--- config.mk ---
export PLATFORM = sky130hd
export DESIGN_NAME = alu_arbiter_flat
export DESIGN_NICKNAME = d
export VERILOG_FILES = /design/src/rtl/alu_arbiter_if.sv /design/src/rtl/alu_arbiter.sv /design/src/flat_wrapper.sv
export SDC_FILE = /design/constraint.sdc
export NUM_CORES = 1
export LEC_CHECK = 0
export CORE_ASPECT_RATIO = 1.75
export CORE_MARGIN = 2
export CORE_UTILIZATION = 24
export CTS_CLUSTER_DIAMETER = 40
export DETAILED_ROUTE_END_ITERATION = 12
export GPL_TIMING_DRIVEN = 0
export PLACE_DENSITY = 0.53
export SLEW_MARGIN = 5
export SYNTH_ARGS = -nofsm -noshare
export SYNTH_HDL_FRONTEND = slang
export SYNTH_SLANG_ARGS = --single-unit
--- constraint.sdc ---
create_clock -name clk -period 3.6 [get_ports clk]
set_input_delay 1.08 -clock clk [delete_from_list [all_inputs] [get_ports clk]]
set_output_delay 1.08 -clock clk [all_outputs]
set_load 0.03 [all_outputs]
--- src/rtl/alu_arbiter_if.sv ---
`default_nettype none
// ============================================================================
//  Module      : alu_arbiter_if
//  Description : Bundle of the two-requester request/response handshake and
//                the operand/result bus towards the shared ALU.
//                slave  - the arbiter side
//                master - the environment side (requesters and ALU)
//  Revision    : 1.0 - initial release
// ============================================================================
interface alu_arbiter_if #(
    parameter int DATA_W = 32
);
    // Request side, bit i / suffix i belongs to requester i
    logic [1:0]        req_valid;
    logic [1:0]        req_ready;
    logic [5:0]        req_op0;
    logic [5:0]        req_op1;
    logic [DATA_W-1:0] req_a0;
    logic [DATA_W-1:0] req_b0;
    logic [DATA_W-1:0] req_a1;
    logic [DATA_W-1:0] req_b1;

    // Response side, rsp_data/rsp_err shared and qualified by rsp_valid
    logic [1:0]        rsp_valid;
    logic [1:0]        rsp_ready;
    logic [DATA_W-1:0] rsp_data;
    logic              rsp_err;

    // ALU bus
    logic [DATA_W-1:0] alu_a;
    logic [DATA_W-1:0] alu_b;
    logic [5:0]        alu_signal;
    logic              alu_reset;
    logic [DATA_W-1:0] alu_out;

    modport slave (
        input  req_valid, req_op0, req_op1, req_a0, req_b0, req_a1, req_b1,
        input  rsp_ready, alu_out,
        output req_ready, rsp_valid, rsp_data, rsp_err,
        output alu_a, alu_b, alu_signal, alu_reset
    );

    modport master (
        output req_valid, req_op0, req_op1, req_a0, req_b0, req_a1, req_b1,
        output rsp_ready, alu_out,
        input  req_ready, rsp_valid, rsp_data, rsp_err,
        input  alu_a, alu_b, alu_signal, alu_reset
    );
endinterface
`default_nettype wire

--- src/rtl/alu_arbiter.sv ---
`default_nettype none
// ============================================================================
//  Module      : alu_arbiter
//  Description : Round-robin arbiter sharing one external ALU between two
//                requesters. One operation at a time: IDLE -> EXEC -> RESP.
//                Optional feature macro ALU_ARB_OPCHECK_EN: an accepted
//                non-legal opcode bypasses the ALU and answers with
//                rsp_err = 1, rsp_data = 0 one cycle after acceptance.
//  Revision    : 1.0 - initial release
// ============================================================================
module alu_arbiter #(
    parameter int DATA_W = 32
) (
    input  wire logic    clk,
    input  wire logic    reset,
    alu_arbiter_if.slave bus
);

    localparam logic [5:0] C_OP_AND = 6'b100100;
    localparam logic [5:0] C_OP_OR  = 6'b100101;
    localparam logic [5:0] C_OP_ADD = 6'b100000;
    localparam logic [5:0] C_OP_SUB = 6'b100010;
    localparam logic [5:0] C_OP_SLT = 6'b101010;

    typedef enum logic [1:0] {
        ST_IDLE = 2'd0,
        ST_EXEC = 2'd1,
        ST_RESP = 2'd2
    } state_t;

    state_t            r_state;
    logic              r_ptr;
    logic              r_owner;
    logic [1:0]        r_rsp_valid;
    logic [DATA_W-1:0] r_rsp_data;
    logic [DATA_W-1:0] r_alu_a;
    logic [DATA_W-1:0] r_alu_b;
    logic [5:0]        r_alu_signal;

    logic [1:0]        w_grant;
    logic              w_sel;
    logic [5:0]        w_sel_op;
    logic [DATA_W-1:0] w_sel_a;
    logic [DATA_W-1:0] w_sel_b;
    logic              w_illegal;

    // Pick the winner: a lone requester always wins, a tie goes to r_ptr
    always_comb begin
        w_grant = bus.req_valid;
        if (bus.req_valid == 2'b11) begin
            w_grant = r_ptr ? 2'b10 : 2'b01;
        end
    end

    assign w_sel    = w_grant[1];
    assign w_sel_op = w_sel ? bus.req_op1 : bus.req_op0;
    assign w_sel_a  = w_sel ? bus.req_a1  : bus.req_a0;
    assign w_sel_b  = w_sel ? bus.req_b1  : bus.req_b0;

    // Accept only while idle and out of reset, and only towards the winner
    assign bus.req_ready = ((r_state == ST_IDLE) && reset) ? w_grant : 2'b00;

`ifdef ALU_ARB_OPCHECK_EN
    logic r_rsp_err;
    logic w_legal;

    assign w_legal   = (w_sel_op == C_OP_AND) || (w_sel_op == C_OP_OR) ||
                       (w_sel_op == C_OP_ADD) || (w_sel_op == C_OP_SUB) ||
                       (w_sel_op == C_OP_SLT);
    assign w_illegal = ~w_legal;
    assign bus.rsp_err = r_rsp_err;
`else
    // Without the opcode check every code goes through the ALU
    assign w_illegal   = 1'b0;
    assign bus.rsp_err = 1'b0;
`endif

    // Control FSM with all its outputs registered; ALU bus only moves on accept
    always_ff @(posedge clk or negedge reset) begin
        if (!reset) begin
            r_state      <= ST_IDLE;
            r_ptr        <= 1'b0;
            r_owner      <= 1'b0;
            r_rsp_valid  <= 2'b00;
            r_rsp_data   <= '0;
            r_alu_a      <= '0;
            r_alu_b      <= '0;
            r_alu_signal <= C_OP_ADD;
`ifdef ALU_ARB_OPCHECK_EN
            r_rsp_err    <= 1'b0;
`endif
        end else begin
            case (r_state)
                ST_IDLE: begin
                    if (|w_grant) begin
                        r_owner <= w_sel;
                        if (w_illegal) begin
                            // Bypass the ALU entirely; its bus keeps its value
                            r_rsp_data  <= '0;
                            r_rsp_valid <= w_grant;
`ifdef ALU_ARB_OPCHECK_EN
                            r_rsp_err   <= 1'b1;
`endif
                            r_state     <= ST_RESP;
                        end else begin
                            r_alu_signal <= w_sel_op;
                            r_alu_a      <= w_sel_a;
                            r_alu_b      <= w_sel_b;
                            r_state      <= ST_EXEC;
                        end
                    end
                end
                ST_EXEC: begin
                    r_rsp_data  <= bus.alu_out;
`ifdef ALU_ARB_OPCHECK_EN
                    r_rsp_err   <= 1'b0;
`endif
                    r_rsp_valid <= r_owner ? 2'b10 : 2'b01;
                    r_state     <= ST_RESP;
                end
                ST_RESP: begin
                    // Only the owner's rsp_ready can complete the response
                    if (|(r_rsp_valid & bus.rsp_ready)) begin
                        r_rsp_valid <= 2'b00;
                        r_ptr       <= ~r_owner;
                        r_state     <= ST_IDLE;
                    end
                end
                default: begin
                    r_state <= ST_IDLE;
                end
            endcase
        end
    end

    assign bus.rsp_valid  = r_rsp_valid;
    assign bus.rsp_data   = r_rsp_data;
    assign bus.alu_a      = r_alu_a;
    assign bus.alu_b      = r_alu_b;
    assign bus.alu_signal = r_alu_signal;
    assign bus.alu_reset  = ~reset;

endmodule
`default_nettype wire

--- src/flat_wrapper.sv ---
// flat-port wrapper written by rule: the top's interface ports become plain ports
module alu_arbiter_flat 
#(
    parameter int DATA_W = 32
)
  (clk, reset, bus_req_valid, bus_req_op0, bus_req_op1, bus_req_a0, bus_req_b0, bus_req_a1, bus_req_b1, bus_rsp_ready, bus_alu_out, bus_req_ready, bus_rsp_valid, bus_rsp_data, bus_rsp_err, bus_alu_a, bus_alu_b, bus_alu_signal, bus_alu_reset);
  alu_arbiter_if #(.DATA_W(DATA_W)) bus_i ();
  input  wire logic clk;
  input  wire logic reset;
  input wire logic [$bits(bus_i.req_valid)-1:0] bus_req_valid;
  input wire logic [$bits(bus_i.req_op0)-1:0] bus_req_op0;
  input wire logic [$bits(bus_i.req_op1)-1:0] bus_req_op1;
  input wire logic [$bits(bus_i.req_a0)-1:0] bus_req_a0;
  input wire logic [$bits(bus_i.req_b0)-1:0] bus_req_b0;
  input wire logic [$bits(bus_i.req_a1)-1:0] bus_req_a1;
  input wire logic [$bits(bus_i.req_b1)-1:0] bus_req_b1;
  input wire logic [$bits(bus_i.rsp_ready)-1:0] bus_rsp_ready;
  input wire logic [$bits(bus_i.alu_out)-1:0] bus_alu_out;
  output wire logic [$bits(bus_i.req_ready)-1:0] bus_req_ready;
  output wire logic [$bits(bus_i.rsp_valid)-1:0] bus_rsp_valid;
  output wire logic [$bits(bus_i.rsp_data)-1:0] bus_rsp_data;
  output wire logic [$bits(bus_i.rsp_err)-1:0] bus_rsp_err;
  output wire logic [$bits(bus_i.alu_a)-1:0] bus_alu_a;
  output wire logic [$bits(bus_i.alu_b)-1:0] bus_alu_b;
  output wire logic [$bits(bus_i.alu_signal)-1:0] bus_alu_signal;
  output wire logic [$bits(bus_i.alu_reset)-1:0] bus_alu_reset;
  assign bus_i.req_valid = bus_req_valid;
  assign bus_i.req_op0 = bus_req_op0;
  assign bus_i.req_op1 = bus_req_op1;
  assign bus_i.req_a0 = bus_req_a0;
  assign bus_i.req_b0 = bus_req_b0;
  assign bus_i.req_a1 = bus_req_a1;
  assign bus_i.req_b1 = bus_req_b1;
  assign bus_i.rsp_ready = bus_rsp_ready;
  assign bus_i.alu_out = bus_alu_out;
  assign bus_req_ready = bus_i.req_ready;
  assign bus_rsp_valid = bus_i.rsp_valid;
  assign bus_rsp_data = bus_i.rsp_data;
  assign bus_rsp_err = bus_i.rsp_err;
  assign bus_alu_a = bus_i.alu_a;
  assign bus_alu_b = bus_i.alu_b;
  assign bus_alu_signal = bus_i.alu_signal;
  assign bus_alu_reset = bus_i.alu_reset;
  alu_arbiter #(.DATA_W(DATA_W)) u_core (.clk(clk), .reset(reset), .bus(bus_i));
endmodule
==> impl_metrics.yaml <==
timing:
  fin_crit_ns: 3.52
  hold_ws_ns: 0.477
  fmax_ghz: 0.284
  max_slew_margin_pct: 60.6
  final-hold-violation-count: 0
  rsz0062_at_grt: "false"
  setup_viol: 0
  slew_viol_final: 0
  fin_crit_sh_pct: 97.9
  skew_ns: 0.0107
  tns_ns: 0
  worst_slew_pin_slew_ns: 0.590
global_route:
  grt_antenna_before_repair: 0
  grt_pass1_vias: 5859
  grt_max_degree: 59
  grt_first_pass_wirelength_mm: 33.7
  grt_usage_pct: 17.3
  gr-total-overflow: 0
final_layout:
  post-route-util_pct: 38.8
  drive_above_1_share_pct: 11.8
  fin_nets: 1045
  fin_area_um2: 9480
  area_growth_pct: 59.5
  final_common_cell: "clkdlybuf4s50_1"
  layout_common_cells: "clkdlybuf4s50_1, dfrtp_1, nand2_1"
power_and_ir_drop:
  combPwrFrac_pct: 62.6
  power_density_nw_per_um2: 890
  p_clk_share_pct: 11.7
  p_int_mw: 4.51
  vdd_drop_max_v: 0.000304
  p_switching_mw: 3.92
  p_leak_nw: 3.50
  switching_share_pct: 46.5
  sequentialPowerShare_pct: 25.7
floorplan:
  die_x_um: 123
  fp.dieH_um: 212
  die_area_um2: 26100
  io_pins: 286
  core_area_um2: 24400
  initial_core_util_pct: 24.3
  row_count: 76
min_path:
  hp-class: "register to register"
run_status:
  outcome: "finished, final reports clean"
clock_network:
  cts_sinks: 108
  ctsRootBufferMaster: "clkbuf_16"
  cts_made_buffers: 9
  post_cts_buffers: 0
  cts_tree: "built"
  clk_pin_slew_ns: 0.07
  clockBufferDepth: 2
  h-tree-depth: 3
  clock_latency_ns: 0.36
worst_setup_path:
  crit_slowest_cell: "clkdlybuf4s50_1"
  path_cells: "clkdlybuf4s50_1 > nor2b_2 > buf_6 > nor2_1 > and3_1 > clkdlybuf4s15_2"
  slowest_delay_ns: 0.51
  worst_setup_path_end_kind: "output port"
  critPathLaunchType: "input port"
  arrival_ns: 2.44
  crit_type: "input port to output port"
  worst-path-max-fanout: 8
  required_ns: 2.52
detailed_routing:
  via_count: 5448
  drt_pass1_iterations: 4
  drt_iter0_drc: 163
  vias_per_cell: 4.60
  drc: 0
  wl_per_cell_um: 19.0
  ant_nets: 0
  wirelength_mm: 22.5
synthesis:
  ys_seq_area_share_pct: 45.5
  ys_types: 29
  synth_fp_nets: 752
  syn_area_per_cell_um2: 10.3
  ys_ff_latch: 108
  ys.warnings.count: 0
  syn_inst: 574
  syn-cell-area_um2: 5940
placed_design:
  port_buffers: 283
  place.gp.congestion: 0.791
  dp_hpwl_mm: 17.6
  placed_area_um2: 9190
job:
  maxCapViolCount: 0
[registers in the layout, summed over array words and instances, names as in the netlist]
signal                 count
u_core.r_ptr               1
u_core.r_state             2
u_core.bus.alu_a          32
u_core.r_owner             1
u_core.bus.rsp_valid       2
u_core.bus.alu_signal      6
u_core.bus.rsp_data       32
u_core.bus.alu_b          32
[layer usage]
metal	track usage, %	part of all wire [%]	up-vias
met5	0	0	-
met4	8.13	3.4	0
met3	3.43	5.1	38
met2	32.5	55	178
met1	17.8	36	2606
li1	-	-	2626
[kinds of logic (layout without fill, tap and decap cells)]
| group | after synthesis | count (layout) | synth area share (%) |
|---|---|---|---|
| AOI/OAI and AO/OA | 215 | 215 | 34.2 |
| and+or+nand+nor | 181 | 181 | 13.4 |
| DFF | 108 | 108 | 45.5 |
| buffers and inverters | 67 | 365 | 6.51 |
| muxes | 2 | 2 | 0.358 |
| other | 1 | 2 | 0.0631 |
[stage by stage]
step | std cells | power [mW] | setup WS (ns)
2_1_floorplan | 574 | 5.50 | 0.609
3_3_place_gp | 1169 | 7.51 | -4.48
3_5_place_dp | 1170 | 7.57 | -0.359
4_1_cts | 1184 | 8.56 | 0.00258
5_1_grt | 1184 | 8.94 | 0.0128
6_report | 1185 | 8.43 | 0.0762
[power by group through the flow]
stage	clock (mW)	sequential [mW]	combinational, mW
floorplan	0	3.32	2.18
global placement	0	2.18	5.33
detailed placement	0	2.19	5.38
CTS	1.02	2.17	5.37
global route	1.06	2.25	5.63
finish	0.984	2.17	5.28
[path summary, 6_finish.rpt]
kind / slack, ns / from / to / depth (start not counted)
setup reg to reg: 1.65 / u_core.r_state[0] / u_core.bus.alu_a[27] / 5
hold reg to reg: 0.48 / u_core.bus.rsp_data[21] / u_core.bus.rsp_data[21] / 2
max in group asynchronous: 2.28 / reset / u_core.bus.alu_signal[5] / 2
hold / removal: 0.48 / u_core.bus.rsp_data[21] / u_core.bus.rsp_data[21] / 2
setup / recovery: 0.08 / bus_req_valid[0] / bus_req_ready[1] / 6
min in group asynchronous: 0.61 / reset / u_core.bus.rsp_data[13] / 1
[layout make-up]
| type | count | area, um^2 |
|---|---|---|
| Inverter | 3 | 11.3 |
| Clock inverter | 3 | 21.3 |
| Fill cell | 2471 | 15000 |
| Clock buffer | 13 | 250 |
| Timing Repair Buffer | 284 | 2870 |
| Buffer | 62 | 374 |
| Tap cell | 312 | 390 |
| Multi-Input combinational cell | 399 | 2850 |
| Sequential cell | 108 | 2700 |
| Antenna cell | 1 | 2.50 |
[Yosys cell counts (all sizes together)]
| library cell | instances | area (um^2) |
|---|---|---|
| nand2b | 3 | 18.8 |
| o21ai | 71 | 355 |
| mux2 | 1 | 11.3 |
| and3 | 1 | 6.26 |
| a22o | 1 | 8.76 |
| dfstp | 1 | 26.3 |
| buf | 15 | 191 |
| conb | 1 | 3.75 |
| o2bb2ai | 1 | 8.76 |
| a21oi | 72 | 360 |
| nor2b | 3 | 18.8 |
| nand3 | 71 | 355 |
| or2 | 1 | 6.26 |
| mux2i | 1 | 10.0 |
| inv | 3 | 11.3 |
| clkbuf | 49 | 184 |
| nand2 | 98 | 368 |
| nor2 | 3 | 11.3 |
| and2 | 1 | 8.76 |
| dfrtp | 107 | 2680 |
| a31oi | 70 | 1300 |
[critical path: cells and delay by family]
kind	cells	cell delay [ns]
buffers and inverters	3	0.96
and+or+nand+nor	3	0.40
[what timing repair did]
action | CTS | global route
hold buffers | 0 | 0
setup endpoints to repair | 2 | 2
gates resized for setup | 5 | 3
cloned | 0 | 0
No activity file was read; power rests on OpenSTA's default activity.
